===== config.mk =====
export PLATFORM = sky130hd
export DESIGN_NAME = match_req_dispatch_flat
export DESIGN_NICKNAME = d
export VERILOG_FILES = /design/src/rtl/match_req_dispatch_pkg.sv /design/src/rtl/match_req_dispatch_if.sv /design/src/rtl/match_req_dispatch_lane_pick.sv /design/src/rtl/match_req_dispatch.sv /design/src/flat_wrapper.sv
export SDC_FILE = /design/constraint.sdc
export NUM_CORES = 1
export LEC_CHECK = 0
export CORE_MARGIN = 8
export CORE_UTILIZATION = 45
export CTS_CLUSTER_DIAMETER = 30
export DETAILED_ROUTE_END_ITERATION = 8
export DONT_BUFFER_PORTS = 1
export PLACE_DENSITY = 0.67
export SYNTH_ARGS = -nofsm -noshare
export SYNTH_HDL_FRONTEND = slang
export SYNTH_HIERARCHICAL = 1
export SYNTH_SLANG_ARGS = --single-unit

===== constraint.sdc =====
create_clock -name clk -period 4 [get_ports clk]
set_clock_uncertainty 0.1 [all_clocks]
set_input_delay 0.4 -clock clk [delete_from_list [all_inputs] [get_ports clk]]
set_output_delay 0.4 -clock clk [all_outputs]
set_load 0.005 [all_outputs]

===== src/rtl/match_req_dispatch_pkg.sv =====
// Shared types and constants for the match request dispatcher.
// Sizes the lane mask, lane tag, channel mask and the dispatcher FSM.
package match_req_dispatch_pkg;

   localparam int unsigned LAZY_LEN         = 4;
   localparam int unsigned LAZY_LEN_LOG2    = 2;
   localparam int unsigned NUM_MATCH_REQ_CH = 2;
   localparam int unsigned TAG_BITS         = LAZY_LEN_LOG2;
   localparam int unsigned ADDR_BITS        = 32;

   typedef logic [LAZY_LEN-1:0]         lane_mask_t;
   typedef logic [NUM_MATCH_REQ_CH-1:0] ch_mask_t;
   typedef logic [TAG_BITS-1:0]         tag_t;
   typedef logic [ADDR_BITS-1:0]        addr_t;

   typedef enum logic [1:0] {
      ST_IDLE,
      ST_ANNOUNCE,
      ST_ISSUE,
      ST_WAIT
   } state_t;

   typedef struct packed {
      tag_t  tag;
      addr_t addr;
   } req_payload_t;

   // Index of the lowest set lane; zero for an empty mask.
   function automatic tag_t lowest_lane(input lane_mask_t mask);
      tag_t lane;
      lane = '0;
      for (int i = LAZY_LEN - 1; i >= 0; i--) begin
         if (mask[i]) lane = TAG_BITS'(i);
      end
      return lane;
   endfunction

endpackage


===== src/rtl/match_req_dispatch_if.sv =====
// Group input, match_resp_sync announce and per-channel request bus.
// slave is the dispatcher side, master the group source / channel sink side.
interface match_req_dispatch_if;
   import match_req_dispatch_pkg::*;

   logic                                 in_valid;
   logic                                 in_ready;
   lane_mask_t                           in_strb;
   addr_t                                in_head_addr;
   logic                                 sync_group_valid;
   lane_mask_t                           sync_group_strb;
   ch_mask_t                             req_valid;
   ch_mask_t                             req_ready;
   logic [NUM_MATCH_REQ_CH*TAG_BITS-1:0]  req_tag;
   logic [NUM_MATCH_REQ_CH*ADDR_BITS-1:0] req_addr;
   logic                                 resp_group_done;

   modport slave (
      input  in_valid, in_strb, in_head_addr, req_ready, resp_group_done,
      output in_ready, sync_group_valid, sync_group_strb, req_valid, req_tag, req_addr
   );

   modport master (
      output in_valid, in_strb, in_head_addr, req_ready, resp_group_done,
      input  in_ready, sync_group_valid, sync_group_strb, req_valid, req_tag, req_addr
   );

endinterface


===== src/rtl/match_req_dispatch_lane_pick.sv =====
// Combinational lane allocator: hands the lowest pending lanes to free
// channels in ascending channel order and returns the remaining mask.
module lane_pick_lowest
   import match_req_dispatch_pkg::*;
(
   input  lane_mask_t                        pending,
   input  ch_mask_t                          free,
   output ch_mask_t                          assign_vld_c,
   output tag_t [NUM_MATCH_REQ_CH-1:0]       ch_lane_c,
   output lane_mask_t                        pending_next_c
);

   lane_mask_t rem;
   tag_t       lane;

   always_comb begin
      rem          = pending;
      lane         = '0;
      assign_vld_c = '0;
      ch_lane_c    = '0;
      for (int c = 0; c < int'(NUM_MATCH_REQ_CH); c++) begin
         if (free[c] && (rem != '0)) begin
            lane            = lowest_lane(rem);
            ch_lane_c[c]    = lane;
            assign_vld_c[c] = 1'b1;
            rem[lane]       = 1'b0;
         end
      end
      pending_next_c = rem;
   end

endmodule


===== src/rtl/match_req_dispatch.sv =====
// Spreads one lazy-evaluation group of match requests over the match_pe
// request channels, announcing the group to match_resp_sync first.
module match_req_dispatch
   import match_req_dispatch_pkg::*;
(
   input  logic                 clk,
   input  logic                 rst,
   match_req_dispatch_if.slave  bus
);

   state_t                                state_q, state_d;
   lane_mask_t                            pending_q, pending_d;
   lane_mask_t                            sync_strb_q, sync_strb_d;
   addr_t                                 head_q, head_d;
   logic                                  sync_valid_q, sync_valid_d;
   logic                                  in_ready_q, in_ready_d;
   logic                                  done_q, done_d;
   ch_mask_t                              req_valid_q, req_valid_d;
   req_payload_t [NUM_MATCH_REQ_CH-1:0]   req_pld_q, req_pld_d;

   ch_mask_t                              free_c;
   ch_mask_t                              hold_c;
   ch_mask_t                              assign_vld_c;
   tag_t [NUM_MATCH_REQ_CH-1:0]           ch_lane_c;
   lane_mask_t                            pending_next_c;

   assign free_c = ~req_valid_q | bus.req_ready;
   assign hold_c = req_valid_q & ~bus.req_ready;

   lane_pick_lowest u_pick (
      .pending        (pending_q),
      .free           (free_c),
      .assign_vld_c   (assign_vld_c),
      .ch_lane_c      (ch_lane_c),
      .pending_next_c (pending_next_c)
   );

   // Next-state and channel register update.
   always_comb begin
      state_d      = state_q;
      pending_d    = pending_q;
      sync_strb_d  = sync_strb_q;
      head_d       = head_q;
      sync_valid_d = 1'b0;
      in_ready_d   = in_ready_q;
      done_d       = done_q;
      req_valid_d  = req_valid_q;
      req_pld_d    = req_pld_q;

      case (state_q)
         ST_IDLE: begin
            if (bus.in_valid) begin
               pending_d    = bus.in_strb;
               sync_strb_d  = bus.in_strb;
               head_d       = bus.in_head_addr;
               sync_valid_d = 1'b1;
               in_ready_d   = 1'b0;
               done_d       = 1'b0;
               state_d      = ST_ANNOUNCE;
            end
         end
         ST_ANNOUNCE, ST_ISSUE: begin
            // A response group may finish before we reach WAIT (empty strobe).
            if (bus.resp_group_done) done_d = 1'b1;
            for (int c = 0; c < int'(NUM_MATCH_REQ_CH); c++) begin
               if (free_c[c]) begin
                  req_valid_d[c] = assign_vld_c[c];
                  if (assign_vld_c[c]) begin
                     req_pld_d[c].tag  = ch_lane_c[c];
                     req_pld_d[c].addr = head_q + ADDR_BITS'(ch_lane_c[c]);
                  end
               end
            end
            pending_d = pending_next_c;
            if (state_q == ST_ANNOUNCE) begin
               state_d = ST_ISSUE;
            end else if ((pending_q == '0) && (hold_c == '0)) begin
               state_d = ST_WAIT;
            end
         end
         ST_WAIT: begin
            if (bus.resp_group_done || done_q) begin
               done_d     = 1'b0;
               in_ready_d = 1'b1;
               state_d    = ST_IDLE;
            end
         end
         default: begin
            state_d    = ST_IDLE;
            in_ready_d = 1'b1;
         end
      endcase
   end

   always_ff @(posedge clk) begin
      if (rst) begin
         state_q      <= ST_IDLE;
         pending_q    <= '0;
         sync_strb_q  <= '0;
         head_q       <= '0;
         sync_valid_q <= 1'b0;
         in_ready_q   <= 1'b1;
         done_q       <= 1'b0;
         req_valid_q  <= '0;
         req_pld_q    <= '0;
      end else begin
         state_q      <= state_d;
         pending_q    <= pending_d;
         sync_strb_q  <= sync_strb_d;
         head_q       <= head_d;
         sync_valid_q <= sync_valid_d;
         in_ready_q   <= in_ready_d;
         done_q       <= done_d;
         req_valid_q  <= req_valid_d;
         req_pld_q    <= req_pld_d;
      end
   end

   assign bus.in_ready         = in_ready_q;
   assign bus.sync_group_valid = sync_valid_q;
   assign bus.sync_group_strb  = sync_strb_q;
   assign bus.req_valid        = req_valid_q;

   for (genvar g = 0; g < int'(NUM_MATCH_REQ_CH); g++) begin : g_flat
      assign bus.req_tag[g*TAG_BITS +: TAG_BITS]    = req_pld_q[g].tag;
      assign bus.req_addr[g*ADDR_BITS +: ADDR_BITS] = req_pld_q[g].addr;
   end

endmodule


===== src/flat_wrapper.sv =====
// flat-port wrapper written by rule: the top's interface ports become plain ports
module match_req_dispatch_flat import match_req_dispatch_pkg::*;
  (clk, rst, bus_in_valid, bus_in_strb, bus_in_head_addr, bus_req_ready, bus_resp_group_done, bus_in_ready, bus_sync_group_valid, bus_sync_group_strb, bus_req_valid, bus_req_tag, bus_req_addr);
  match_req_dispatch_if bus_i ();
  input  logic clk;
  input  logic rst;
  input wire logic [$bits(bus_i.in_valid)-1:0] bus_in_valid;
  input wire logic [$bits(bus_i.in_strb)-1:0] bus_in_strb;
  input wire logic [$bits(bus_i.in_head_addr)-1:0] bus_in_head_addr;
  input wire logic [$bits(bus_i.req_ready)-1:0] bus_req_ready;
  input wire logic [$bits(bus_i.resp_group_done)-1:0] bus_resp_group_done;
  output wire logic [$bits(bus_i.in_ready)-1:0] bus_in_ready;
  output wire logic [$bits(bus_i.sync_group_valid)-1:0] bus_sync_group_valid;
  output wire logic [$bits(bus_i.sync_group_strb)-1:0] bus_sync_group_strb;
  output wire logic [$bits(bus_i.req_valid)-1:0] bus_req_valid;
  output wire logic [$bits(bus_i.req_tag)-1:0] bus_req_tag;
  output wire logic [$bits(bus_i.req_addr)-1:0] bus_req_addr;
  assign bus_i.in_valid = bus_in_valid;
  assign bus_i.in_strb = bus_in_strb;
  assign bus_i.in_head_addr = bus_in_head_addr;
  assign bus_i.req_ready = bus_req_ready;
  assign bus_i.resp_group_done = bus_resp_group_done;
  assign bus_in_ready = bus_i.in_ready;
  assign bus_sync_group_valid = bus_i.sync_group_valid;
  assign bus_sync_group_strb = bus_i.sync_group_strb;
  assign bus_req_valid = bus_i.req_valid;
  assign bus_req_tag = bus_i.req_tag;
  assign bus_req_addr = bus_i.req_addr;
  match_req_dispatch u_core (.clk(clk), .rst(rst), .bus(bus_i));
endmodule

==> results of run 1 <==
==> metal layers <==
layer | vias up | share of wire
li1 | 2518 | -
met1 | 2430 | 0.41
met2 | 235 | 0.45
met3 | 33 | 0.11
met4 | 0 | 0.025
met5 | - | 0
==> worst max-delay path, stage by stage, from the launching register on <==
cell	delay, ns
dfxtp_1	0.37
nor2b_1	0.21
inv_1	0.18
or3b_4	0.31
a21oi_1	0.07
nor3b_1	0.35
inv_1	0.11
fa_1	0.44
or4_1	0.72
or4_1	0.58
a311oi_1	0.27
==> cell usage after synthesis, types with 11 or more instances <==
cell type / count
nand3_1: 13
nand2_1: 109
a21oi_1: 58
o21ai_0: 21
nand4_1: 17
a311oi_1: 19
inv_1: 14
dfxtp_1: 115
xnor2_1: 19
or4_1: 12
nor4_1: 22
nor3_1: 11
or3_1: 13
a211oi_1: 43
clkbuf_1: 39
nor2_1: 77
==> state kept, by name, summed over array words and instances, names as in the netlist <==
name                         count
u_core/bus.in_ready              1
u_core/bus.req_addr             64
u_core/bus.req_tag               4
u_core/bus.req_valid             2
u_core/bus.sync_group_strb       4
u_core/bus.sync_group_valid      1
u_core/done_q                    1
u_core/head_q                   32
u_core/pending_q                 4
u_core/state_q                   2
==> metrics by stage <==
step | util | power [mW] | cell area [um^2] | std cells | setup WS (ns)
2_1_floorplan | - | 2.88 | 5670 | 712 | 0.320
3_3_place_gp | 0.458 | 3.23 | 5710 | 829 | 0.371
3_5_place_dp | 0.458 | 3.30 | 5710 | 829 | 0.252
4_1_cts | 0.516 | 4.85 | 6430 | 870 | 0.233
5_1_grt | 0.516 | 5.13 | 6430 | 870 | 0.0112
6_report | 0.516 | 4.82 | 6430 | 870 | 0.199
==> cell type report <==
cell class,instances,share of cell area
Clock buffer,26,0.0808
Clock inverter,4,0.0109
Inverter,14,0.00818
Multi-Input combinational cell,518,0.473
Sequential cell,115,0.358
Tap cell,172,0.0335
Timing Repair Buffer,21,0.0354
==> power breakdown <==
part	internal (mW)	total, mW	switching [mW]
registers	1.47	1.86	0.387
logic	0.558	1.45	0.896
clock network	1.01	1.51	0.504
==> repair_timing <==
| action | in CTS | in global routing |
|---|---|---|
| resized for setup | 0 | 0 |
| hold buffers | 11 | 0 |
| hold endpoints to repair | 109 | 0 |
==> cell families (layout without fill, tap and decap cells) <==
family,Yosys count,in the layout,synth area share
AND/OR/NAND/NOR,311,311,0.269
buffers and inverters,79,65,0.0598
multiplexers,5,5,0.00883
XOR/XNOR,26,26,0.0402
flip-flops,115,115,0.406
AO/OA/AOI/OAI,166,166,0.191
adder cells (fa/ha/maj),10,10,0.0243
==> path summary, 6_finish.rpt <==
path	start	endpoint	slack (ns)	depth (start not counted)
worst max register to register	u_core/bus.req_valid[0]	u_core/bus.req_addr[62]	0.20	10
worst max-delay path	u_core/bus.req_valid[0]	u_core/bus.req_addr[62]	0.20	10
worst min-delay path	bus_in_strb[3]	u_core/bus.sync_group_strb[3]	0.02	2
worst min register to register	u_core/head_q[31]	u_core/head_q[31]	0.37	2
==> metrics.md, run 1 <==
| Metric | Value |
|---|---|
| Core Region | 12500 um^2 |
| Sinks on Clock Net | 115 |
| Syn_nets | 763 |
| Synthesized area | 5670 um^2 |
| Min-Delay Path Class | in2reg |
| Mapped Cells | 712 |
| RSZ-0062 raised after global routing | false |
| Peak supply drop | 322 uV |
| P&R area growth vs syn | 13.4% |
| Crit path capture type | flop |
| Met1 Resource Use GR | 0.245 |
| Total number of vias | 5216 |
| Tot GR Track Use | 0.210 |
| Worst Setup Start Kind | flop |
| Worst EP arrival | 4.03 ns |
| RD Place Congestion | 0.884 |
| Rel. slew slack | 0.302 |
| Initial antenna violation count | 0 |
| PortBufs | 0 |
| Syn Area/Cell | 7.96 um^2 |
| CP Data Required Time | 4.22 ns |
| Layout cells sized above 1 | 0.0759 |
| Setup TNS | 0 ns |
| Bufs on Longest Clock Path | 2 |
| Setup Viol. Count Final | 0 |
| Hold_ws | 0.0170 ns |
| Minimum clock period after layout | 3.80 ns |
| Aggregate global routing overflow | 0 |
| Synth area leader | dfxtp_1 |
| Async SR Flop Fraction | 0 |
| Post-synth EDFFs | 0 |
| Residual DRC | 0 |
| Most frequent cells in the layout | dfxtp_1 (115), nand2_1 (109), nor2_1 (75), a21oi_1 (58), a211oi_1 (43) |
| Die ar. | 16400 um^2 |
| Initial DRC Count | 495 |
| Grt peak-use layer | met2 |
| Kind of critical path | reg2reg |
| WL final | 17100 um |
| Footprint of the multi-input gates | 3040 um^2 |
| Top cells by area, synth | dfxtp_1 (41%), nand2_1 (7.2%), a211oi_1 (5.7%) |
| Vias in the first global route | 4978 |
| Warning count from the yosys run | 6 |
| Routed WL per cell | 19.6 um |
| First-pass GRT wire length | 26700 um |
| Post-CTS setup buffer count | 0 |
| Rows | 41 |
| Filler Cell Count | 1211 |
| Max-slew violations | 0 |
| Post-detail-place hpwl | 12200 um |
| Primary FF master, synth | dfxtp_1 |
| DIE WIDTH | 128 um |
| Final nets | 738 |
| 1st-pass router iterations | 5 |
| Status | finished, final reports clean |
| Most common cell after layout, fill and taps aside | dfxtp_1 |
| CTS Root Cell | clkbuf_16 |
| Pwr Density | 750 nW/um^2 |
| # H-tree levels | 4 |
| # IOs | 118 |
| Met2 Usage GRT | 0.321 |
| Distinct cell type count after synthesis | 51 |
| ANT nets after route | 0 |
| Sequential Area | 2300 um^2 |
| CTS buffer count | 17 |
| Worst Path Max Fanout | 11 |
| Final hold violation count | 0 |
| Tightest Pin Transition | 1.04 ns |
| P_leak | 2.05 nW |
| Met3 Use GR | 0.0932 |
| Worst-path clk slew | 0.05 ns |
| Initial core utilization | 0.455 |
| Max Cap Violations | 0 |
| TritonCTS clock tree | done |
| Sequential element share of the synthesized area | 0.406 |
| Number of synthesized register bits | 115 |
| Fmax | 263 MHz |
| Largest net degree at the start of global routing | 110 |
| Routed vias/inst | 6.00 |
| Top cell type's share of synthesized area | 0.406 |
| # diodes | 0 |
| Later-pin clock latency in the skew report | 0.42 ns |
| Die H | 128 um |
| Period utilization | 0.950 |
No activity file was read; power rests on OpenSTA's default activity.
==> run 2: changes to the inputs <==
- PLACE_DENSITY: 0.67 -> not set
==> metrics.md, run 2 (synthesis gave the netlist of run 1 again) <==
| Metric | Value |
|---|---|
| # H-tree levels | 4 (unchanged) |
| Rel. slew slack | 0.501 (was 0.302) |
| Top Metal Used | met4 (unchanged) |
| Slowest CP cell | or4_4 (was or4_1) |
| Aggregate global routing overflow | 0 (unchanged) |
| Final hold violation count | 0 (unchanged) |
| Worst Path Max Fanout | 10 (was 11) |
| TritonCTS clock tree | done (unchanged) |
| Setup Viol. Count Final | 0 (unchanged) |
| Initial core utilization | 0.455 (unchanged) |
| Pwr Density | 777 nW/um^2 (was 750 nW/um^2) |
| Crit path capture type | flop (unchanged) |
| Residual DRC | 0 (unchanged) |
| Filler Cell Count | 1217 (was 1211) |
| Switching portion of total power | 0.361 (was 0.371) |
| Min-Delay Path Class | in2reg (unchanged) |
| DR WL met2 | 7650 um (was 7660 um) |
| Vias in the first global route | 4899 (was 4978) |
| Reg2reg setup slack | 0.28 ns (was 0.20 ns) |
| Tot GR Track Use | 0.210 (about the same) |
| Total number of vias | 5159 (was 5216) |
| Setup TNS | 0 ns (unchanged) |
| Fmax | 269 MHz (was 263 MHz) |
| DIE WIDTH | 128 um (unchanged) |
| Later-pin clock latency in the skew report | 0.41 ns (was 0.42 ns) |
| Largest register FFs | 64 (unchanged) |
| Int Power | 3.19 mW (was 3.04 mW) |
| Most common cell after layout, fill and taps aside | dfxtp_1 (unchanged) |
| Post-detail-place hpwl | 12200 um (about the same) |
| Period utilization | 0.930 (was 0.950) |
| CP Data Required Time | 4.21 ns (was 4.22 ns) |
| Gate power share | 0.288 (was 0.301) |
| WL final | 17300 um (was 17100 um) |
| RSZ-0062 raised after global routing | false (unchanged) |
| Routed WL per cell | 20.0 um (was 19.6 um) |
| Hold path cells | 2 (unchanged) |
| Post-CTS setup buffer count | 0 (unchanged) |
| Largest net degree at the start of global routing | 110 (unchanged) |
| Tightest Pin Transition | 0.742 ns (was 1.04 ns) |
| CTS buffer count | 17 (unchanged) |
| CP peak stage delay | 0.63 ns (was 0.72 ns) |
| Peak supply drop | 278 uV (was 322 uV) |
| Status | finished, final reports clean (unchanged) |
| Rows | 41 (unchanged) |
| Initial DRC Count | 418 (was 495) |
| Minimum clock period after layout | 3.72 ns (was 3.80 ns) |
| Routed vias/inst | 5.96 (was 6.00) |
| First-pass GRT wire length | 26800 um (was 26700 um) |
| CTS Root Cell | clkbuf_16 (unchanged) |
| Register share of total power | 0.372 (was 0.385) |
| Worst R2R End | u_core/bus.req_addr[62] (unchanged) |
| NetSw | 1.80 mW (was 1.79 mW) |
| Worst Setup Start Kind | flop (unchanged) |
| Wire length on met3 | 1650 um (was 1910 um) |
| Final nets | 732 (was 738) |
| Clock network power share | 0.341 (was 0.313) |
| Worst-path clk slew | 0.05 ns (about the same) |
| HP Start | bus_in_head_addr[3] (was bus_in_strb[3]) |
| FF-to-FF Start | u_core/bus.req_valid[1] (was u_core/bus.req_valid[0]) |
| Worst path most repeated cell | inv_1 |
| Initial antenna violation count | 0 (unchanged) |
| Bufs on Longest Clock Path | 2 (unchanged) |
| ANT nets after route | 0 (unchanged) |
| Die H | 128 um (unchanged) |
| 1st-pass router iterations | 5 (unchanged) |
| Worst EP arrival | 3.93 ns (was 4.03 ns) |
| RD Place Congestion | 0.838 (was 0.884) |
| Layout cells sized above 1 | 0.0865 (was 0.0759) |
| R2r worst-path depth | 10 (unchanged) |
| Worst hold endpoint | u_core/head_q[3] (was u_core/bus.sync_group_strb[3]) |
| P_leak | 2.06 nW (was 2.05 nW) |
| Max Cap Violations | 0 (unchanged) |
| Most frequent cells in the layout | dfxtp_1 (115), nand2_1 (109), nor2_1 (75), a21oi_1 (58), a211oi_1 (43) (unchanged) |
| PortBufs | 0 (unchanged) |
| P&R area growth vs syn | 13.3% (was 13.4%) |
| Kind of critical path | reg2reg (unchanged) |
| Power, Total | 4.99 mW (was 4.82 mW) |
| # IOs | 118 (unchanged) |
| # diodes | 0 (unchanged) |
| Core Region | 12500 um^2 (unchanged) |
| Worst-path cell chain | nor2b_1, inv_1, inv_1, o32ai_1, ha_1, inv_1, fa_1, or4_4, or4_1, a311oi_1 (was nor2b_1, inv_1, or3b_4, a21oi_1, nor3b_1, inv_1, fa_1, or4_1, or4_1, a311oi_1) |
| Sinks on Clock Net | 115 (unchanged) |
| Met1 WL | 7570 um (was 7060 um) |
| Max-slew violations | 0 (unchanged) |
| Die ar. | 16400 um^2 (unchanged) |
-- run 2: changes by cell type in the layout (fill, tap and decap cells not counted), sizes merged --
cell	before	now
buf	11	15
bufinv	2	5
clkbuf	26	24
clkinvlp	0	1
dlygate4sd3	10	0
-- run 2: per-layer routing --
| metal | track usage | vias to the layer above |
|---|---|---|
| met2 | 0.316 | 176 |
| met3 | 0.0865 | 31 |
| met5 | 0 | - |
| met4 | 0.0979 | 0 |
| li1 | - | 2497 |
| met1 | 0.254 | 2455 |
-- run 2: worst max path at each step --
stage	startpoint	cells past startpoint	end	slack, ns
4_1_cts	u_core/bus.req_valid[1]	10	u_core/bus.req_addr[62]	0.16
2_1_floorplan	bus_req_ready[0]	13	u_core/bus.req_addr[62]	0.32
3_5_place_dp	u_core/bus.req_valid[1]	10	u_core/bus.req_addr[62]	0.19
5_1_grt	u_core/bus.req_valid[1]	10	u_core/bus.req_addr[62]	0.08
3_3_place_gp	bus_req_ready[0]	10	u_core/bus.req_addr[62]	0.35
6_report	u_core/bus.req_valid[1]	10	u_core/bus.req_addr[62]	0.28
-- run 2: metrics by stage --
| step | util | instances | hold WS, ns | cell area [um^2] | worst slack, ns |
|---|---|---|---|---|---|
| after floorplan | - | 712 | 0.345 | 5670 | 0.320 |
| after global placement | 0.460 | 833 | 0.368 | 5730 | 0.346 |
| after detailed placement | 0.460 | 833 | 0.372 | 5730 | 0.195 |
| after CTS | 0.515 | 866 | 0.000921 | 6420 | 0.156 |
| after global routing | 0.515 | 866 | 0.00500 | 6420 | 0.0784 |
| final | 0.515 | 866 | 0.0180 | 6420 | 0.279 |
-- run 2: final cells by class --
class,count,area [um^2],share of cell area
clock buffer,24,492,0.0766
inverter,14,52.6,0.00818
timing repair buffer,15,145,0.0226
sequential,115,2300,0.358
multi-input combinational,518,3040,0.474
tap,172,215,0.0335
clock inverter,8,171,0.0267
-- run 2: timing repair --
item	in CTS	in global routing
endpoints found under the setup margin	0	1
hold endpoints to repair	109	0
resized for setup	0	1
hold buffers	1	0
-- run 2: worst max-delay path: cells and delay by family, from the launching register on --
kind / cells / cell delay (ns)
compound gates: 2 / 0.71
buf+inv: 3 / 0.43
flops: 1 / 0.33
fa+ha+maj: 2 / 0.68
simple gates: 3 / 1.36
-- run 2: power by group through the flow --
stage | Combinational, mW | Sequential, mW | Clock [mW]
detailed placement | 1.41 | 1.88 | 0
CTS | 1.43 | 1.86 | 1.72
global route | 1.62 | 1.91 | 1.78
floorplan | 1.20 | 1.68 | 0
global placement | 1.37 | 1.87 | 0
finish | 1.44 | 1.85 | 1.70
==> run 3: changes to the inputs <==
- clock period: 4 -> 3.9 ns (I/O delays scaled with it)
==> metrics.md, run 3 (synthesis gave the netlist of run 1 again) <==
| Metric | Value |
|---|---|
| Status | finished, final reports clean (unchanged) |
| DIE WIDTH | 128 um (unchanged) |
| # IOs | 118 (unchanged) |
| Most frequent cells in the layout | dfxtp_1 (115), nand2_1 (109), nor2_1 (75), a21oi_1 (58), a211oi_1 (43) (unchanged) |
| RD Place Congestion | 0.827 (was 0.838) |
| Worst Setup Start Kind | flop (unchanged) |
| Worst Path Max Fanout | 4 (was 10) |
| Initial core utilization | 0.455 (unchanged) |
| ANT nets after route | 0 (unchanged) |
| Bufs on Longest Clock Path | 2 (unchanged) |
| Rel. slew slack | 0.517 (was 0.501) |
| Met3 Use GR | 0.0886 (was 0.0865) |
| Total number of vias | 5254 (was 5159) |
| # H-tree levels | 4 (unchanged) |
| CTS buffer count | 17 (unchanged) |
| Residual DRC | 0 (unchanged) |
| Tightest Pin Transition | 0.722 ns (was 0.742 ns) |
| Kind of critical path | reg2reg (unchanged) |
| Largest net degree at the start of global routing | 110 (unchanged) |
| Die H | 128 um (unchanged) |
| CP Data Required Time | 4.11 ns (was 4.21 ns) |
| Crit path capture type | flop (unchanged) |
| Layout cells sized above 1 | 0.0831 (was 0.0865) |
| P_leak | 2.08 nW (was 2.06 nW) |
| Final cell count without fillers | 882 (was 866) |
| First-pass GRT wire length | 28400 um (was 26800 um) |
| # diodes | 0 (unchanged) |
| Largest register FFs | 64 (unchanged) |
| Initial antenna violation count | 0 (unchanged) |
| Core Region | 12500 um^2 (unchanged) |
| Cell total after placement | 837 (was 833) |
| Sinks on Clock Net | 115 (unchanged) |
| Minimum clock period after layout | 3.62 ns (was 3.72 ns) |
| Final hold violation count | 0 (unchanged) |
| Most common cell after layout, fill and taps aside | dfxtp_1 (unchanged) |
| P&R area growth vs syn | 14.4% (was 13.3%) |
| Max-slew violations | 0 (unchanged) |
| Peak supply drop | 308 uV (was 278 uV) |
| Later-pin clock latency in the skew report | 0.41 ns (about the same) |
| Worst-path clk slew | 0.05 ns (about the same) |
| Grt peak-use layer | met2 (unchanged) |
| Routed WL per cell | 20.1 um (was 20.0 um) |
| WL final | 17700 um (was 17300 um) |
| Routed vias/inst | 5.96 (about the same) |
| Setup TNS | 0 ns (unchanged) |
| Period utilization | 0.929 (was 0.930) |
| TritonCTS clock tree | done (unchanged) |
| Met1 Resource Use GR | 0.277 (was 0.254) |
| Tot GR Track Use | 0.222 (was 0.210) |
| Vias in the first global route | 5035 (was 4899) |
| Final nets | 750 (was 732) |
| PortBufs | 0 (unchanged) |
| Worst EP arrival | 3.83 ns (was 3.93 ns) |
| Setup Viol. Count Final | 0 (unchanged) |
| Post-detail-place hpwl | 12600 um (was 12200 um) |
| Rows | 41 (unchanged) |
| Met2 Usage GRT | 0.336 (was 0.316) |
| 1st-pass router iterations | 4 (was 5) |
| Initial DRC Count | 404 (was 418) |
| Min-Delay Path Class | in2reg (unchanged) |
| CTS Root Cell | clkbuf_16 (unchanged) |
| Fmax | 276 MHz (was 269 MHz) |
| Max Cap Violations | 0 (unchanged) |
| Aggregate global routing overflow | 0 (unchanged) |
| Die ar. | 16400 um^2 (unchanged) |
| Pwr Density | 752 nW/um^2 (was 777 nW/um^2) |
| RSZ-0062 raised after global routing | false (unchanged) |
## run 3: cell count changes in the layout (fill, tap and decap cells not counted), sizes merged
cell / previous run / this run
bufinv: 5 / 2
buf: 15 / 19
clkbuf: 24 / 25
dlygate4sd3: 0 / 14
## run 3: worst max-delay path, stage by stage, from the launching register on
cell and delay (ns):
dfxtp_1 0.37, nor2b_1 0.18, inv_1 0.11, xor2_1 0.17, o32ai_1 0.38, ha_1 0.28, inv_1 0.07, fa_1 0.39
or4_1 0.63, or4_1 0.55, a311oi_1 0.30
## run 3: layout make-up
type                    instances  area (um^2)
fillers                      1253         5980
multi-input cells             518         3050
flip-flops and latches        115         2300
clock buffers                  25          475
repair buffers                 33          315
well taps                     172          215
clock inverters                 5         77.6
inverters                      14         52.6
## run 3: repair_timing
action,CTS,global route
resized for setup,0,1
hold endpoints to repair,109,0
endpoints found under the setup margin,0,2
buffers inserted,0,0
hold buffers,15,0
## run 3: power by group
part	total [mW]	switching (mW)	internal, mW
registers	1.90	0.391	1.51
logic	1.50	0.922	0.574
clock network	1.48	0.515	0.963
## run 3: worst paths after layout
check | startpoint | endpoint | slack [ns] | cells after the start
worst max-delay path | u_core/bus.req_valid[0] | u_core/bus.req_addr[62] | 0.28 | 10
worst min-delay path | bus_in_head_addr[31] | u_core/head_q[31] | 0.02 | 2
worst max register to register | u_core/bus.req_valid[0] | u_core/bus.req_addr[62] | 0.28 | 10
worst min register to register | u_core/bus.sync_group_strb[1] | u_core/bus.sync_group_strb[1] | 0.38 | 2
## run 3: per-layer routing
metal	vias to the layer above	routed length, um
met5	-	0
met4	0	352
met3	27	1810
met2	177	7950
met1	2505	7610
li1	2545	-
## run 3: per-stage QoR
stage                     hold WS (ns)  setup slack [ns]  total power, mW  cell area (um^2)  utilization
final                           0.0156             0.279             4.88              6480        0.520
after detailed placement         0.371             0.301             3.40              5760        0.462
after floorplan                  0.345             0.230             2.96              5670            -
after global routing           0.00657            0.0448             5.25              6480        0.520
after CTS                     0.000252             0.212             4.91              6480        0.520
after global placement           0.368             0.360             3.36              5760        0.462
